===== config.mk =====
export PLATFORM = sky130hd
export DESIGN_NAME = prefix_adder_arbiter
export DESIGN_NICKNAME = d
export VERILOG_FILES = /design/src/rtl/prefix_adder_ctrl_pkg.sv /design/src/rtl/prefix_adder_arbiter_rr.sv /design/src/rtl/prefix_adder_arbiter.sv
export SDC_FILE = /design/constraint.sdc
export NUM_CORES = 1
export LEC_CHECK = 0
export CAP_MARGIN = 40
export CORE_AREA = 2 2 157 159
export CTS_CLUSTER_DIAMETER = 50
export DETAILED_ROUTE_END_ITERATION = 12
export DIE_AREA = 0 0 159 161
export PLACE_DENSITY = 0.62
export REMOVE_ABC_BUFFERS = 1
export SKIP_CTS_REPAIR_TIMING = 1
export SYNTH_ARGS = -nofsm -noshare
export SYNTH_HDL_FRONTEND = slang
export SYNTH_SLANG_ARGS = --single-unit

===== constraint.sdc =====
create_clock -name clk -period 6.4 [get_ports clk]
set_clock_uncertainty 0.15 [all_clocks]
set_input_delay 1.6 -clock clk [delete_from_list [all_inputs] [get_ports clk]]
set_output_delay 1.6 -clock clk [all_outputs]
set_load 0.1 [all_outputs]

===== src/rtl/prefix_adder_ctrl_pkg.sv =====
`default_nettype none
// ============================================================================
// Module      : prefix_adder_ctrl_pkg
// Description : Shared constants and types for the shared prefix adder front end.
// Revision    : 1.0 - initial release
// ============================================================================
package prefix_adder_ctrl_pkg;

    localparam int NUM_REQ_DEF     = 4;
    localparam int WIDTH_DEF       = 32;
    localparam int ADD_LATENCY_DEF = 2;
    localparam int NUM_REQ_MAX     = 8;

    // Tag width covers the largest supported requester count.
    typedef logic [$clog2(NUM_REQ_MAX)-1:0] req_idx_t;

    typedef struct packed {
        logic     vld;
        req_idx_t tag;
    } inflight_t;

endpackage
`default_nettype wire


===== src/rtl/prefix_adder_arbiter_rr.sv =====
`default_nettype none
// ============================================================================
// Module      : rr_arbiter
// Description : Round-robin grant scan with pointer register and hold gating.
// Revision    : 1.0 - initial release
// ============================================================================
module rr_arbiter
    import prefix_adder_ctrl_pkg::*;
#(
    parameter int NUM_REQ = NUM_REQ_DEF
) (
    input  logic               clk,
    input  logic               rst,
    input  logic [NUM_REQ-1:0] i_valid,
    input  logic               i_hold,
    output logic [NUM_REQ-1:0] o_grant,
    output logic               o_accept,
    output req_idx_t           o_idx
);

    localparam logic [NUM_REQ-1:0] c_one     = {{(NUM_REQ-1){1'b0}}, 1'b1};
    localparam req_idx_t           c_idx_one = req_idx_t'(1);

    req_idx_t             r_ptr;
    logic [2*NUM_REQ-1:0] w_dbl;
    int                   w_off;
    int                   w_sum;
    req_idx_t             w_idx;
    logic                 w_any;

    // Rotate so bit 0 is the requester just after the pointer; the lowest set
    // bit of the rotated vector is the winner.
    always_comb begin
        w_dbl = {i_valid, i_valid} >> (r_ptr + c_idx_one);
        w_off = 0;
        for (int j = NUM_REQ - 1; j >= 0; j--) begin
            if (w_dbl[j]) begin
                w_off = j;
            end
        end
        w_sum = int'(r_ptr) + 1 + w_off;
        if (w_sum >= NUM_REQ) begin
            w_sum = w_sum - NUM_REQ;
        end
        w_idx = req_idx_t'(w_sum);
        w_any = |i_valid;
    end

    assign o_grant  = (w_any && !i_hold && !rst) ? (c_one << w_idx) : '0;
    assign o_accept = |o_grant;
    assign o_idx    = w_idx;

    always_ff @(posedge clk or posedge rst) begin
        if (rst) begin
            r_ptr <= req_idx_t'(NUM_REQ - 1);
        end else if (o_accept) begin
            r_ptr <= w_idx;
        end
    end

endmodule
`default_nettype wire


===== src/rtl/prefix_adder_arbiter.sv =====
`default_nettype none
// ============================================================================
// Module      : prefix_adder_arbiter
// Description : Shares one pipelined adder among requesters, returning tagged sums.
// Revision    : 1.0 - initial release
// ============================================================================
module prefix_adder_arbiter
    import prefix_adder_ctrl_pkg::*;
#(
    parameter int NUM_REQ     = NUM_REQ_DEF,
    parameter int WIDTH       = WIDTH_DEF,
    parameter int ADD_LATENCY = ADD_LATENCY_DEF
) (
    input  logic                     clk,
    input  logic                     rst,
    input  logic [NUM_REQ-1:0]       req_valid,
    output logic [NUM_REQ-1:0]       req_ready,
    input  logic [NUM_REQ*WIDTH-1:0] req_a,
    input  logic [NUM_REQ*WIDTH-1:0] req_b,
    input  logic                     hold,
    output logic [WIDTH-1:0]         add_a,
    output logic [WIDTH-1:0]         add_b,
    input  logic [WIDTH-1:0]         add_sum,
    output logic [NUM_REQ-1:0]       rsp_valid,
    output logic [WIDTH-1:0]         rsp_data,
    output logic                     busy
);

    localparam logic [NUM_REQ-1:0] c_one = {{(NUM_REQ-1){1'b0}}, 1'b1};

    req_idx_t                 w_idx;
    logic                     w_accept;
    logic [WIDTH-1:0]         w_sel_a;
    logic [WIDTH-1:0]         w_sel_b;
    inflight_t [ADD_LATENCY:0] r_pipe;
    inflight_t                w_last;

    rr_arbiter #(
        .NUM_REQ (NUM_REQ)
    ) u_arb (
        .clk      (clk),
        .rst      (rst),
        .i_valid  (req_valid),
        .i_hold   (hold),
        .o_grant  (req_ready),
        .o_accept (w_accept),
        .o_idx    (w_idx)
    );

    assign w_sel_a = req_a[int'(w_idx)*WIDTH +: WIDTH];
    assign w_sel_b = req_b[int'(w_idx)*WIDTH +: WIDTH];

    always_ff @(posedge clk or posedge rst) begin
        if (rst) begin
            add_a <= '0;
            add_b <= '0;
        end else if (w_accept) begin
            add_a <= w_sel_a;
            add_b <= w_sel_b;
        end
    end

    // One stage per adder edge plus the sampling edge; never stalls.
    always_ff @(posedge clk or posedge rst) begin
        if (rst) begin
            r_pipe <= '0;
        end else begin
            r_pipe[0] <= inflight_t'{vld: w_accept, tag: w_idx};
            for (int s = 1; s <= ADD_LATENCY; s++) begin
                r_pipe[s] <= r_pipe[s-1];
            end
        end
    end

    assign w_last = r_pipe[ADD_LATENCY];

    always_ff @(posedge clk or posedge rst) begin
        if (rst) begin
            rsp_valid <= '0;
            rsp_data  <= '0;
        end else begin
            rsp_valid <= w_last.vld ? (c_one << w_last.tag) : '0;
            if (w_last.vld) begin
                rsp_data <= add_sum;
            end
        end
    end

    always_comb begin
        busy = 1'b0;
        for (int s = 0; s <= ADD_LATENCY; s++) begin
            busy = busy | r_pipe[s].vld;
        end
    end

endmodule
`default_nettype wire


* Word level (Yosys, flattened, before mapping)
Cells that the tools add are included.
** Operators by class
- Magnitude comparators :: 1
- Shifts and indexed selects :: 5
- Bitwise logic cells :: 2
- Add/subtract/negate cells :: 4
- Muxes and demuxes :: 7
- Reduce and logical (&&, ||, !) cells :: 6
** Operators by type and width (count)
- indexed part select 128 x 9 -> 32 bit :: 2
- >= comparator 32 x 4 -> 1 bit, second input constant :: 1
- two-way mux 2 bit :: 4
- two-way mux 4 bit :: 2
- OR reduction 4 bit :: 2
- left shift 1 x 3 -> 4 bit, first input constant :: 2
- right shift 8 x 3 -> 4 bit :: 1
- adder 4 x 2 -> 5 bit :: 1
- adder 3 x 1 -> 4 bit, second input constant :: 1
- adder 3 x 1 -> 3 bit, second input constant :: 1
- two-way mux 3 bit :: 1
- subtractor 3 bit, second input constant :: 1
- logical AND 1 bit :: 2
- zero test 1 bit :: 2
- OR 1 bit :: 2
** Word-level totals
- Register bits after elaboration :: 115

* Longest topological paths before layout
- Depth after elaboration :: 12
- Gate-level depth with buffers :: 12
- Gate-level depth less buffers :: 10

* Modules after synthesis
Synthesis repeated with hierarchy kept, for this count alone.
** Unflattened totals
- Cell total of the unflattened synthesis :: 497
- Area total of the unflattened synthesis :: 6543.8 um^2
** Modules (own cells, without submodules)
- prefix_adder_arbiter :: cells each 447, times used 1, area each 6085.8 um^2
- rr_arbiter :: cells each 50, times used 1, area each 457.9 um^2

* Worst setup path before layout
Ideal clock, no wire load.
- Path kind :: input to output
- Start :: input req_valid[2]
- End :: output req_ready[0]
- Data arrival time :: 6063 ps
- Stages on the path :: 10
- Buffers on the path :: 1
- Path slack :: -1413 ps
- Path through :: nor2b_1 a211o_1 or2_2 mux2i_1 ha_1 a21oi_1 o21ai_0 a2111oi_4 buf_6 nor3b_1
** On the way
- Word-level cells in the longest chain between the ends :: 10
- Elaborated cells between the ends (all ways) :: 14
** Ends and longest elaborated chain
- start: declaration :: line prefix_adder_arbiter.sv:16 : input logic [NUM_REQ-1:0] req_valid,
- right shift 8 x 3 -> 4 bit :: line prefix_adder_arbiter_rr.sv:34 : w_dbl = {i_valid, i_valid} >> (r_ptr + c_idx_one);
- two-way mux 2 bit (4 in a row) :: line prefix_adder_arbiter_rr.sv:37 : if (w_dbl[j]) begin
- adder 4 x 2 -> 5 bit :: line prefix_adder_arbiter_rr.sv:41 : w_sum = int'(r_ptr) + 1 + w_off;
- >= comparator 32 x 4 -> 1 bit or subtractor 3 bit (tied branches) :: line prefix_adder_arbiter_rr.sv:42, prefix_adder_arbiter_rr.sv:43
- two-way mux 3 bit :: line prefix_adder_arbiter_rr.sv:42 : if (w_sum >= NUM_REQ) begin
- left shift 1 x 3 -> 4 bit :: line prefix_adder_arbiter_rr.sv:49 : assign o_grant = (w_any && !i_hold && !rst) ? (c_one << w_idx) : '0;
- two-way mux 4 bit * :: line prefix_adder_arbiter_rr.sv:49
- end: declaration :: line prefix_adder_arbiter.sv:17 : output logic [NUM_REQ-1:0] req_ready,
Every way passes the cells marked *; elsewhere a longest branch is shown, timed or not.

* Worst setup path after layout
- Start :: input req_valid[0]
- End :: output req_ready[2]
Same word-level chain as after synthesis.

==> results.toml <==
[pwr]
peakVddDrop_uv = 494.6
p_total_mw = 9.016
swShare = 0.4618
power.internal_mw = 4.853
p_per_area_nw_per_um2 = 687.6
power_frac_comb = 0.762
clkPwrFrac = 0.103
leakagePower_nw = 5.225
p_sw_mw = 4.163
seqPwrFrac = 0.135

[cells_and_area]
regArea_um2 = 2880
multi_input_area_um2 = 2924
area_growth_pct = 120.9
finalNetCount = 1148
fillers = 1945
drive_gt1_frac = 0.3643

[clock_tree]
clock_path_buffers = 2
cts-htree-levels = 4
clock_sinks = 115
clk_pin_slew_ns = 0.06
cts_root_buf = "clkbuf_16"
cts_buffers = 17
clock_latency_ns = 0.41
cts_tree = "yes"

[synthesis]
synth_top_area_cell = "dfrtp_1"
yosys_warnings = 0
synth_area_leaders = "dfrtp_1 (48%), mux4_2 (24%), mux2_2 (18%)"
syn-instance-count = 348
synth.yosys.seq_area_share = 0.4852
synthFlopType = "dfrtp_1"
ys_ff_latch = 115
async_reset_ff_frac = 1.000
synth_edf_count = 0
synth_top_area_share = 0.4764
synthesis.area_um2 = 5936
ys_types = 37
avgSynthCellArea_um2 = 17.06

[setup_path]
cp_max_fo = 5
end_kind = "primary output"
cp.required_ns = 4.65
cp.arrival_ns = 4.42
worstPathCellList = "clkdlybuf4s50_1 -> a211o_1 -> or2_2 -> mux2i_4 -> ha_1 -> a21oi_1 -> o21ai_1 -> a2111oi_4 -> buf_4 -> and3b_2 -> buf_12"
slowest_stage = "clkdlybuf4s50_1"
path_buf_inv = 3
crit_type = "in -> out"
crit_path_start_kind = "primary input"
crit_family = "compound AO/OA/AOI/OAI gates"
critPathMaxStageDelay_ns = 0.49

[global_route]
grt-ovfl-total = 0
grt_max_degree = 54
antenna_found_initial = 3
grt_pass1_vias = 6146
grt_first_pass_wirelength_um = 35210
grt_usage = 0.1803

[die]
core_area_um2 = 23960
initial_core_util = 0.2477
die_w_um = 159
num_rows = 57
die_area_um2 = 25600
die_h_um = 161
io_pins = 400

[job]
max_cap_violations = 0

[sta]
fin_ws_ns = 0.2276
maxSlewViolCount = 0
min_period_ns = 6.172
post-route-period-util = 0.9644
tightestPinTransition_ns = 0.6023
final-hold-violation-count = 0
setup_viol = 0
rsz0062_at_grt = "false"
holdWs_ns = 0.1876
fmax_mhz = 162.0
slew_headroom = 0.5985

[drt]
wl_per_cell_um = 19.17
viasPerCell = 4.454
vias = 5296
drtIter0Drc = 166
ant_nets = 0
remaining_drc_errors = 0
firstDrtPassIters = 4
drt_wl_total_um = 22800

[place]
detailedPlace.worstSlack_ns = 0.02170
port-buffer-count = 399
hpwl_um = 18690
gp_congestion = 0.8750

[status]
status = "completed"

[hold_path]
hold_path_class = "reg -> reg"
==> layer usage <==
| layer | global-route usage | part of all wire |
|---|---|---|
| met5 | 0 | 0 |
| met4 | 0.05744 | 0.024 |
| met3 | 0.05752 | 0.075 |
| met2 | 0.3431 | 0.55 |
| met1 | 0.1882 | 0.35 |
==> final cells by class <==
| class | instances | area share |
|---|---|---|
| Clock buffer | 18 | 0.03273 |
| Inverter | 2 | 0.0007634 |
| Multi-Input combinational cell | 203 | 0.2230 |
| Antenna cell | 3 | 0.0005725 |
| Tap cell | 324 | 0.03092 |
| Timing Repair Buffer | 510 | 0.4805 |
| Sequential cell | 115 | 0.2197 |
| Clock inverter | 14 | 0.01183 |
==> worst paths after layout <==
kind                                 from      endpoint  slack [ns]  cells after the start
setup / recovery             req_valid[0]  req_ready[2]        0.23                     11
hold / removal                  r_pipe[6]    r_pipe[10]        0.19                      0
setup reg to reg           u_arb.r_ptr[0]     add_a[31]        2.17                     13
hold reg to reg                 r_pipe[6]    r_pipe[10]        0.19                      0
max in group asynchronous             rst     add_b[15]        3.78                      3
min in group asynchronous             rst    r_pipe[10]        1.49                      2
==> placed cells by master (no fill, tap or decap), types with 2 or more instances in the layout <==
cell             synthesis  layout
nand3_1                  2       2
clkinvlp_4               0       5
mux2i_1                  3       2
dfstp_2                  2       2
ha_1                     3       2
mux2_2                  93      93
nor2b_1                  3       3
or3_1                    2       2
diode_2                  0       3
clkinv_4                 0       2
buf_12                   0       4
nand2_1                  3       3
dfrtp_1                113     113
bufinv_16                0       2
buf_16                   0      52
clkbuf_16                0      17
clkdlybuf4s50_1          0     394
buf_4                    1       7
a21oi_1                  2       2
mux2_1                   5       5
inv_6                    0       4
mux4_2                  64      64
nor4bb_1                 2       2
buf_8                    0      52
o21ai_1                  0       2
nor2_1                   2       2
==> sequential cells by signal (all words and copies together) (netlist names) <==
| signal | cells |
|---|---|
| add_a | 32 |
| rsp_valid | 4 |
| rsp_data | 32 |
| add_b | 32 |
| u_arb.r_ptr | 3 |
| r_pipe | 12 |
==> power groups by stage <==
stage          sequential [mW]  clock [mW]  combinational, mW
2_1_floorplan             3.17           0               2.31
3_3_place_gp              1.21           0               5.47
3_5_place_dp              1.23           0               6.93
4_1_cts                   1.22       0.958               6.95
5_1_grt                   1.26       0.988               7.16
6_report                  1.22       0.931               6.87
==> stage by stage <==
stage | std cells | utilization | TNS, ns | cell area (um2)
after floorplan | 320 | - | -8.451 | 5773
after global placement | 1050 | 0.4293 | 0 | 10290
after detailed placement | 1154 | 0.5216 | 0 | 12500
after CTS | 1186 | 0.5460 | 0 | 13080
after global routing | 1187 | 0.5470 | 0 | 13110
final | 1189 | 0.5472 | 0 | 13110
==> Yosys cell counts (all sizes together), types with 2 or more instances <==
cell      n
ha        3
inv       2
a21oi     2
nor2      2
nor2b     3
dfrtp   113
mux4     64
mux2i     3
and3b     2
nand3     2
mux2     98
nor4bb    2
nand2     3
buf      10
or3       2
dfstp     2
clkbuf   18
o21ai     2
==> cells by family (layout without fill, tap and decap cells) <==
logic type / after synthesis / after routing / synth area share
DFF: 115 / 115 / 0.4852
AOI/OAI and AO/OA: 8 / 8 / 0.01202
adders and majority gates: 4 / 4 / 0.009697
muxes: 165 / 165 / 0.4338
and+or+nand+nor: 24 / 24 / 0.02635
xor gates and xnor gates: 2 / 2 / 0.004217
buffers and inverters: 30 / 544 / 0.02867
other: 0 / 3 / 0
Power figures use the tool's default switching activity.
